## src/rtl/uc_secuenciador_if.sv

```systemverilog
// Output-port handshake bundle for uc_secuenciador: one valid/ack pair per port.
// The sequencer drives out_valid (master); peripherals drive out_ack (slave).
interface uc_secuenciador_if #(
  parameter int unsigned NPORTS = 4
);
  logic [NPORTS-1:0] out_valid;
  logic [NPORTS-1:0] out_ack;

  modport master (output out_valid, input  out_ack);
  modport slave  (input  out_valid, output out_ack);
endinterface

```

## src/rtl/uc_secuenciador.sv

```systemverilog
// Sequencing control unit for the single-cycle 10-bit-PC microcontroller datapath.
// Optional macro UC_RESUME_EN adds the run input, which lets a one-cycle pulse resume from HALT.
module uc_secuenciador #(
  parameter int unsigned NPORTS = 4
) (
  input  logic                     clk,
  input  logic                     reset,
  input  logic [5:0]               opcode,
  input  logic                     zero,
  input  logic [1:0]               puerto1,
  input  logic [1:0]               puerto2,
`ifdef UC_RESUME_EN
  input  logic                     run,
`endif
  uc_secuenciador_if.master        out_if,
  output logic                     s_inc,
  output logic                     s_inm,
  output logic                     s_rel,
  output logic                     s_ret,
  output logic                     we3,
  output logic                     selsalida,
  output logic                     selentrada,
  output logic                     enablebackup,
  output logic                     enable0,
  output logic                     enable1,
  output logic                     enable2,
  output logic                     enable3,
  output logic [2:0]               op,
  output logic                     halted,
  output logic                     call_active,
  output logic                     err_overrun,
  output logic                     err_call
);

  typedef enum logic {
    ST_RUN  = 1'b0,
    ST_HALT = 1'b1
  } state_t;

  localparam logic [2:0] GRP_LI   = 3'b000;
  localparam logic [2:0] GRP_J    = 3'b001;
  localparam logic [2:0] GRP_JZ   = 3'b010;
  localparam logic [2:0] GRP_JNZ  = 3'b011;
  localparam logic [2:0] GRP_JR   = 3'b100;
  localparam logic [2:0] GRP_CALL = 3'b101;
  localparam logic [2:0] GRP_SYS  = 3'b110;
  localparam logic [2:0] GRP_IO   = 3'b111;

  localparam logic [1:0] SYS_RET  = 2'b00;
  localparam logic [1:0] SYS_HALT = 2'b10;

  localparam logic [1:0] IO_OUTI  = 2'b00;
  localparam logic [1:0] IO_OUTR  = 2'b01;
  localparam logic [1:0] IO_IN    = 2'b10;
  localparam logic [1:0] IO_OUTP  = 2'b11;

  state_t            state_q, state_d;
  logic              zreg_q, zreg_d;
  logic              alu_prev_q, alu_prev_d;
  logic              call_active_q, call_active_d;
  logic              err_overrun_q, err_overrun_d;
  logic              err_call_q, err_call_d;
  logic [NPORTS-1:0] out_valid_q, out_valid_d;
  logic [NPORTS-1:0] en_c;
  logic              flag_z_c;

  // State and status registers.
  always_ff @(posedge clk) begin
    if (reset) begin
      state_q       <= ST_RUN;
      zreg_q        <= 1'b0;
      alu_prev_q    <= 1'b0;
      call_active_q <= 1'b0;
      err_overrun_q <= 1'b0;
      err_call_q    <= 1'b0;
      out_valid_q   <= '0;
    end else begin
      state_q       <= state_d;
      zreg_q        <= zreg_d;
      alu_prev_q    <= alu_prev_d;
      call_active_q <= call_active_d;
      err_overrun_q <= err_overrun_d;
      err_call_q    <= err_call_d;
      out_valid_q   <= out_valid_d;
    end
  end

  // Decode, next-state and status update; reset leaves every control at its default.
  always_comb begin
    state_d       = state_q;
    s_inc         = 1'b1;
    s_inm         = 1'b0;
    s_rel         = 1'b0;
    s_ret         = 1'b0;
    we3           = 1'b0;
    selsalida     = 1'b0;
    selentrada    = 1'b0;
    enablebackup  = 1'b0;
    en_c          = '0;
    op            = opcode[2:0];
    alu_prev_d    = 1'b0;
    flag_z_c      = alu_prev_q ? zero : zreg_q;
    zreg_d        = flag_z_c;
    call_active_d = call_active_q;
    err_call_d    = err_call_q;

    if (!reset) begin
      case (state_q)
        ST_RUN: begin
          if (!opcode[3]) begin
            we3        = 1'b1;
            alu_prev_d = 1'b1;
          end else begin
            case (opcode[2:0])
              GRP_LI: begin
                we3   = 1'b1;
                s_inm = 1'b1;
              end
              GRP_J:   s_inc = 1'b0;
              GRP_JZ:  s_inc = !flag_z_c;
              GRP_JNZ: s_inc = flag_z_c;
              GRP_JR:  s_rel = 1'b1;
              GRP_CALL: begin
                s_inc         = 1'b0;
                enablebackup  = 1'b1;
                err_call_d    = err_call_q | call_active_q;
                call_active_d = 1'b1;
              end
              GRP_SYS: begin
                case (opcode[5:4])
                  SYS_RET: begin
                    // A RET without a pending call is dropped and flagged.
                    if (call_active_q) begin
                      s_ret         = 1'b1;
                      call_active_d = 1'b0;
                    end else begin
                      err_call_d = 1'b1;
                    end
                  end
                  SYS_HALT: begin
                    s_inc   = 1'b0;
                    state_d = ST_HALT;
                  end
                  default: ;
                endcase
              end
              GRP_IO: begin
                case (opcode[5:4])
                  IO_OUTI: en_c[puerto1] = 1'b1;
                  IO_OUTR: begin
                    en_c[puerto1] = 1'b1;
                    selsalida     = 1'b1;
                  end
                  IO_IN: begin
                    we3        = 1'b1;
                    selentrada = 1'b1;
                  end
                  IO_OUTP: begin
                    en_c[puerto2] = 1'b1;
                    selsalida     = 1'b1;
                  end
                  default: ;
                endcase
              end
              default: ;
            endcase
          end
        end
        ST_HALT: begin
          s_inc = 1'b0;
`ifdef UC_RESUME_EN
          if (run) begin
            s_inc   = 1'b1;
            state_d = ST_RUN;
          end
`endif
        end
        default: state_d = ST_RUN;
      endcase
    end

    // A new OUT wins over a same-cycle ack on the same port.
    err_overrun_d = err_overrun_q | (|(en_c & out_valid_q));
    out_valid_d   = en_c | (out_valid_q & ~out_if.out_ack);
  end

  assign enable0          = en_c[0];
  assign enable1          = en_c[1];
  assign enable2          = en_c[2];
  assign enable3          = en_c[3];
  assign out_if.out_valid = out_valid_q;
  assign halted           = (state_q == ST_HALT);
  assign call_active      = call_active_q;
  assign err_overrun      = err_overrun_q;
  assign err_call         = err_call_q;

endmodule

```

## src/flat_wrapper.sv

```systemverilog
// flat-port wrapper written by rule: the top's interface ports become plain ports
module uc_secuenciador_flat 
#(
  parameter int unsigned NPORTS = 4
)
  (clk, reset, opcode, zero, puerto1, puerto2, s_inc, s_inm, s_rel, s_ret, we3, selsalida, selentrada, enablebackup, enable0, enable1, enable2, enable3, op, halted, call_active, err_overrun, err_call, out_if_out_valid, out_if_out_ack);
  uc_secuenciador_if #(.NPORTS(NPORTS)) out_if_i ();
  input  logic clk;
  input  logic reset;
  input  logic [5:0] opcode;
  input  logic zero;
  input  logic [1:0] puerto1;
  input  logic [1:0] puerto2;
  output logic s_inc;
  output logic s_inm;
  output logic s_rel;
  output logic s_ret;
  output logic we3;
  output logic selsalida;
  output logic selentrada;
  output logic enablebackup;
  output logic enable0;
  output logic enable1;
  output logic enable2;
  output logic enable3;
  output logic [2:0] op;
  output logic halted;
  output logic call_active;
  output logic err_overrun;
  output logic err_call;
  output wire logic [$bits(out_if_i.out_valid)-1:0] out_if_out_valid;
  input wire logic [$bits(out_if_i.out_ack)-1:0] out_if_out_ack;
  assign out_if_out_valid = out_if_i.out_valid;
  assign out_if_i.out_ack = out_if_out_ack;
  uc_secuenciador #(.NPORTS(NPORTS)) u_core (.clk(clk), .reset(reset), .opcode(opcode), .zero(zero), .puerto1(puerto1), .puerto2(puerto2), .out_if(out_if_i), .s_inc(s_inc), .s_inm(s_inm), .s_rel(s_rel), .s_ret(s_ret), .we3(we3), .selsalida(selsalida), .selentrada(selentrada), .enablebackup(enablebackup), .enable0(enable0), .enable1(enable1), .enable2(enable2), .enable3(enable3), .op(op), .halted(halted), .call_active(call_active), .err_overrun(err_overrun), .err_call(err_call));
endmodule
```

## config.mk

```make
export PLATFORM = sky130hd
export DESIGN_NAME = uc_secuenciador_flat
export DESIGN_NICKNAME = d
export VERILOG_FILES = /design/src/rtl/uc_secuenciador_if.sv /design/src/rtl/uc_secuenciador.sv /design/src/flat_wrapper.sv
export SDC_FILE = /design/constraint.sdc
export NUM_CORES = 1
export LEC_CHECK = 0
export CAP_MARGIN = 10
export CORE_ASPECT_RATIO = 1.75
export CORE_MARGIN = 5
export CORE_UTILIZATION = 25
export DETAILED_ROUTE_END_ITERATION = 7
export GPL_ROUTABILITY_DRIVEN = 0
export SLEW_MARGIN = 10
export SYNTH_ARGS = -nofsm -noshare
export SYNTH_HDL_FRONTEND = slang
export SYNTH_SLANG_ARGS = --single-unit
```

## constraint.sdc

```tcl
create_clock -name clk -period 1.75 [get_ports clk]
set_input_delay 0.2625 -clock clk [delete_from_list [all_inputs] [get_ports clk]]
set_output_delay 0.2625 -clock clk [all_outputs]
set_load 0.05 [all_outputs]
```

==> results.toml, run 1 <==
[clock_tree]
cts_buffer_depth = 2
path_clk_slew_ps = 50
cts_tree = "built"
holdBufCountCts = 0
clk_latency_ps = 240
h-tree-depth = 1
root_buffer = "clkbuf_8"
cts.sinks = 10
cts_made_buffers = 3

[die]
die_h_um = 79.0
io_pins = 40
dieArea_um2 = 3910
initial_core_util = 0.256
rows = 25
core_um2 = 2660
die_x_um = 49.4

[synth]
synth_ff_type = "dfxtp_1"
syn-num-nets = 98
synth_cell_types = 36
yosys.area.top_type = "dfxtp_1"
ys_async_sr_fraction = 0
synth_top_area_frac = 0.294
synth_area_um2 = 681
syn_area_per_cell_um2 = 8.40
ys_top_cells_by_area = "dfxtp_1, nor2_1, o21a_1"
synth_edf_count = 0
yosysWarnings = 0
ys_seq_area_frac = 0.294
synth_common_cells = "dfxtp_1, nor2_1, nor2b_1, o21a_1, inv_1"
synthCells = 81
ys_ff_latch = 10

[timing]
finalMaxSlewViolations = 0
finalHoldViolCount = 0
setup_ws_ps = -173
setup_tns_ps = -914
clock_skew_ps = 6.10
worstMarginPinSlew_ps = 506
period_needed_ps = 1920
rsz0062_at_grt = "true"
setup_viol = 7
fin_crit_sh = 1.10
fmax_ghz = 0.520
slew-limit-headroom = 0.661

[outcome]
status = "complete, but fails checks"
violations = "setup timing"

[cells_and_area]
drive_above_1_share = 0.530
fin_nets = 167
n_antenna_cell = 0
syn_to_final_growth_pct = 127

[route]
drt_wl_total_mm = 2.56
wl_per_cell_um = 14.6
ant_nets = 0
drc = 0
drt-initial-drc-count = 8
vias = 871
viasPerCell = 4.95
dr.pass1.iters = 4

[hold_path]
hold_depth = 3
hold_start = "opcode[3]"
min_to = "u_core.alu_prev_q$_SDFF_PP0_"
hold_path_class = "in -> reg"

[global_routing]
gr-total-overflow = 0
grt_max_degree = 10
grt_pass1_vias = 946
antenna_found_initial = 0
grt_use_total = 0.138
grt_pass1_wl_mm = 4.26

[critical_path]
reg2reg_to = "u_core.out_if.out_valid[1]$_SDFF_PP0_"
cp_top_family = "simple AND/OR/NAND/NOR gates"
path_cells = "or3b_4 -> or2_4 -> buf_6 -> a21oi_4 -> buf_12"
ff2ff_path_depth = 7
crit_type = "reg -> out"
slowest_stage = "or3b_4"
setup.worst_path.start = "u_core.halted$_SDFF_PP0_"
slowest_delay_ps = 370
path_max_fanout = 4
cp-start-kind = "flop"
crit_required_ps = 1490
r2r_start = "u_core.halted$_SDFF_PP0_"
critPathArrivalTime_ps = 1660
path_buf_inv = 2
r2r_setup_slack_ps = 130
end_kind = "output port"

[pwr]
vdd_drop_max_mv = 0.461
leakagePower_uw = 0.000650
pwr_density_cell_nw_per_um2 = 489

[placement]
dpl.hpwl_mm = 2.04
dp_slack_ps = -369
portBuffers = 39

[flow_run]
maxCapViolCount = 0
layer usage:
layer  global-route usage  vias up  part of all wire
met5                    0        -                 0
met4               0.0525        0             0.025
met3               0.0375        6             0.049
met2                0.273       26              0.59
met1                0.128      408              0.34
li1                     -      431                 -
flip-flops by register name, indices dropped and copies added (netlist names):
register	flops
u_core.call_active	1
u_core.halted	1
u_core.zreg_q	1
u_core.out_if.out_valid	4
u_core.alu_prev_q	1
u_core.err_call	1
u_core.err_overrun	1
worst register-to-register path: stages, from the launching register on:
cell	delay, ps
dfxtp_4	330
or3b_4	370
or2_4	270
buf_6	140
nor2b_4	140
buf_4	120
buf_4	90
o21a_1	100
placed cells by master, fill, tap and decap left out, drive strengths merged:
cell type and count:
clkbuf 8, nand2b 1, nor2 10, o21ba 1, nand3 2, or2 1
o211ai 1, nand4b 1, a2111oi 1, inv 4, dlygate4sd2 4, buf 53
o32ai 1, or4b 1, and4b 1, xnor2 1, a31oi 2, o221ai 1
nor3b 2, nor4bb 1, or3 1, or3b 2, nor3 3, nand2 2
o21a 5, nand3b 3, clkdlybuf4s50 9, mux2i 3, nor2b 6, nand4 1
dfxtp 10, o2bb2ai 1, a21boi 1, a21oi 5
cells by family (layout without fill, tap and decap cells):
| group | Yosys count | after routing | synth area share |
|---|---|---|---|
| XOR/XNOR | 1 | 1 | 0.0129 |
| AO/OA/AOI/OAI | 19 | 19 | 0.219 |
| AND/OR/NAND/NOR | 38 | 38 | 0.336 |
| multiplexers | 3 | 3 | 0.0441 |
| flip-flops | 10 | 10 | 0.294 |
| buffers and inverters | 10 | 78 | 0.0937 |
how the worst max path moves through the flow:
stage                     slack, ps  cells past startpoint         end
after floorplan                -100                      4  selentrada
after global placement         -350                      6     enable2
after detailed placement       -370                      6     enable2
after CTS                      -170                      5     enable2
after global routing           -220                      5     enable2
final                          -170                      5     enable2
power breakdown:
part / internal, uW / switching (uW)
logic: 119 / 111
clock network: 198 / 92.1
registers: 231 / 2.49
total: 549 / 206
per-stage QoR:
step	utilization	hold WS, ps	total power (uW)	instances	area [um2]
finish	0.581	473	754	176	1540
global route	0.581	489	789	176	1540
CTS	0.575	471	758	174	1530
detailed placement	0.539	458	464	167	1430
global placement	0.539	450	461	167	1430
floorplan	-	341	332	81	731
area by class of cell:
cell class,instances,area (um2)
inverters,4,15.0
clock buffers,4,55.1
multi-input cells,61,500
flip-flops and latches,10,205
fillers,217,1110
repair buffers,70,734
well taps,27,33.8
timing repair:
item	CTS	global route
pin swaps	8	4
endpoints found under the hold margin	0	0
buffers inserted	3	2
resized for setup	15	12
setup endpoints to repair	14	11
No activity file was read; power rests on OpenSTA's default activity.
==> run 2: changes to the inputs <==
--- a/config.mk
+++ b/config.mk
@@ -5,12 +5,14 @@
 export SDC_FILE = /design/constraint.sdc
 export NUM_CORES = 1
 export LEC_CHECK = 0
+export ABC_AREA = 1
 export CAP_MARGIN = 10
 export CORE_ASPECT_RATIO = 1.75
 export CORE_MARGIN = 5
 export CORE_UTILIZATION = 25
 export DETAILED_ROUTE_END_ITERATION = 7
 export GPL_ROUTABILITY_DRIVEN = 0
+export GPL_TIMING_DRIVEN = 0
 export SLEW_MARGIN = 10
 export SYNTH_ARGS = -nofsm -noshare
 export SYNTH_HDL_FRONTEND = slang
==> results.toml, run 2 <==
[route]
wl_per_cell_um = 11.5
viasPerCell = 4.56
ant_nets = 0
vias = 875
drt_wl_total_mm = 2.21
drc = 0
drt-initial-drc-count = 11
dr.pass1.iters = 4

[die]
rows = 26
io_pins = 40
die_h_um = 81.5
initial_core_util = 0.255
dieArea_um2 = 4150
die_x_um = 50.9
core_um2 = 2860

[synth]
synth_ff_type = "dfxtp_1"
synth_top_area_frac = 0.274
syn_area_per_cell_um2 = 6.04
yosys.area.top_type = "dfxtp_1"
syn-num-nets = 138
synth_edf_count = 0
synth_compound_area_frac = 0.0959
yosysWarnings = 0
synth_top_family_by_area = "simple AND/OR/NAND/NOR gates"
synth_fa_ha_area_frac = 0
synth_area_um2 = 731
ys_top_cells_by_area = "dfxtp_1, inv_1, nand2_1"
yosys-mux-area-fraction = 0
ys_ff_latch = 10
synthCells = 121
synthSimpleGateAreaFrac = 0.438
ys_seq_area_frac = 0.274
synthXorXnorAreaFrac = 0.0120
ys_async_sr_fraction = 0
synth_cell_types = 16
synth_common_cells = "inv_1, nand2_1, nor2_1"

[timing]
finalMaxSlewViolations = 0
finalHoldViolCount = 0
period_needed_ps = 1670
setup_viol = 0
slew-limit-headroom = 0.657
worstMarginPinSlew_ps = 514
fin_crit_sh = 0.957
worst_hold_slack_ps = 288
fmax_ghz = 0.597
clock_skew_ps = 1.33

[critical_path]
end_kind = "output port"
cp_top_family = "buffers and inverters"
critPathArrivalTime_ps = 1410
path_buf_inv = 1
path_cells = "clkdlybuf4s50_1"
slowest_stage = "clkdlybuf4s50_1"
crit_required_ps = 1490
cp-start-kind = "flop"
crit_type = "reg -> out"
path_max_fanout = 3
slowest_delay_ps = 820

[cells_and_area]
fin_nets = 182
layout_common_cells = "nand2_1, inv_1, nor2_1, clkdlybuf4s50_1, nand3_1"
syn_to_final_growth_pct = 68.2
largest_reg_flops = 4
fin_area_um2 = 1230
drive_above_1_share = 0.256
n_antenna_cell = 0
final_common_cell = "nand2_1"

[clock_tree]
root_buffer = "clkbuf_8"
path_clk_slew_ps = 50
cts_buffer_depth = 2
clk_latency_ps = 230
cts.sinks = 10
cts_tree = "built"
h-tree-depth = 1
cts_made_buffers = 3

[placement]
placed_area_um2 = 1160
portBuffers = 38
dpl.hpwl_mm = 1.85

[pwr]
pwr_density_cell_nw_per_um2 = 585
leakagePower_uw = 0.000661
power_uw = 719
vdd_drop_max_mv = 0.397

[global_routing]
antenna_found_initial = 0
grt_max_degree = 11
grt_pass1_vias = 899
grt_use_total = 0.113
grt_pass1_wl_mm = 3.71
gr-total-overflow = 0

[hold_path]
hold_path_class = "in -> reg"

[flow_run]
maxCapViolCount = 0

[outcome]
status = "finished, final reports clean"
[run 2: cell types whose count changed after synthesis, sizes merged, moves of 4 or more]
cell / delta
nand2: +26
inv: +23
nand3: +13
nor2: +9
nor2b: -6
o21a: -5
o21ai: +5
a21oi: +4
[run 2: power breakdown]
group	switching (uW)	internal, uW	total, uW
Clock	91.9	198	290
Combinational	117	72.7	190
Sequential	5.19	234	239
Total	215	504	719
[run 2: per-stage QoR]
stage	util	TNS, ps	setup slack [ps]	instances
after global placement	0.405	-9250	-838	187
after global routing	0.429	-0.0229	-0.0229	192
after CTS	0.414	-1.46	-1.46	191
final	0.429	0	76.1	192
after floorplan	-	-736	-368	121
after detailed placement	0.405	-9530	-858	187
[run 2: repair_timing]
item | CTS | global route
pin swaps | 0 | 6
setup buffers | 0 | 1
endpoints found under the hold margin | 0 | 0
gates resized for setup | 76 | 26
hold buffers | 0 | 0
endpoints found under the setup margin | 16 | 11
[run 2: logic make-up (layout without fill, tap and decap cells)]
kind of cell	after synthesis	after routing
xor gates and xnor gates	1	1
AOI/OAI and AO/OA	14	14
and+or+nand+nor	65	65
buffers and inverters	31	74
DFF	10	10
[run 2: final cells by class]
type	instances	area, um2
clock buffers	4	55.1
inverters	27	101
flip-flops and latches	10	200
multi-input cells	80	440
well taps	28	35.0
fillers	309	1630
plain buffers	4	30.0
repair buffers	39	367
[run 2: metal layers]
metal | share of wire | vias up | GRT usage | routed length [um]
met5 | 0 | - | 0 | 0
met4 | 0.0063 | 0 | 0.0256 | 14
met2 | 0.57 | 34 | 0.225 | 1260
met3 | 0.076 | 4 | 0.0345 | 168
li1 | - | 454 | - | -
met1 | 0.35 | 383 | 0.107 | 770
[run 2: worst paths after layout]
check        cells past startpoint  slack [ps]                                     to                                  start
max                              1          80                    out_if_out_valid[3]  u_core.out_if.out_valid[3]$_SDFF_PP0_
min                              2         290  u_core.out_if.out_valid[0]$_SDFF_PP0_                                  reset
max reg2reg                      7         650          u_core.err_overrun$_SDFF_PP0_               u_core.halted$_SDFF_PP0_
min reg2reg                      2         480           u_core.err_call$_SDFFE_PP0P_           u_core.err_call$_SDFFE_PP0P_
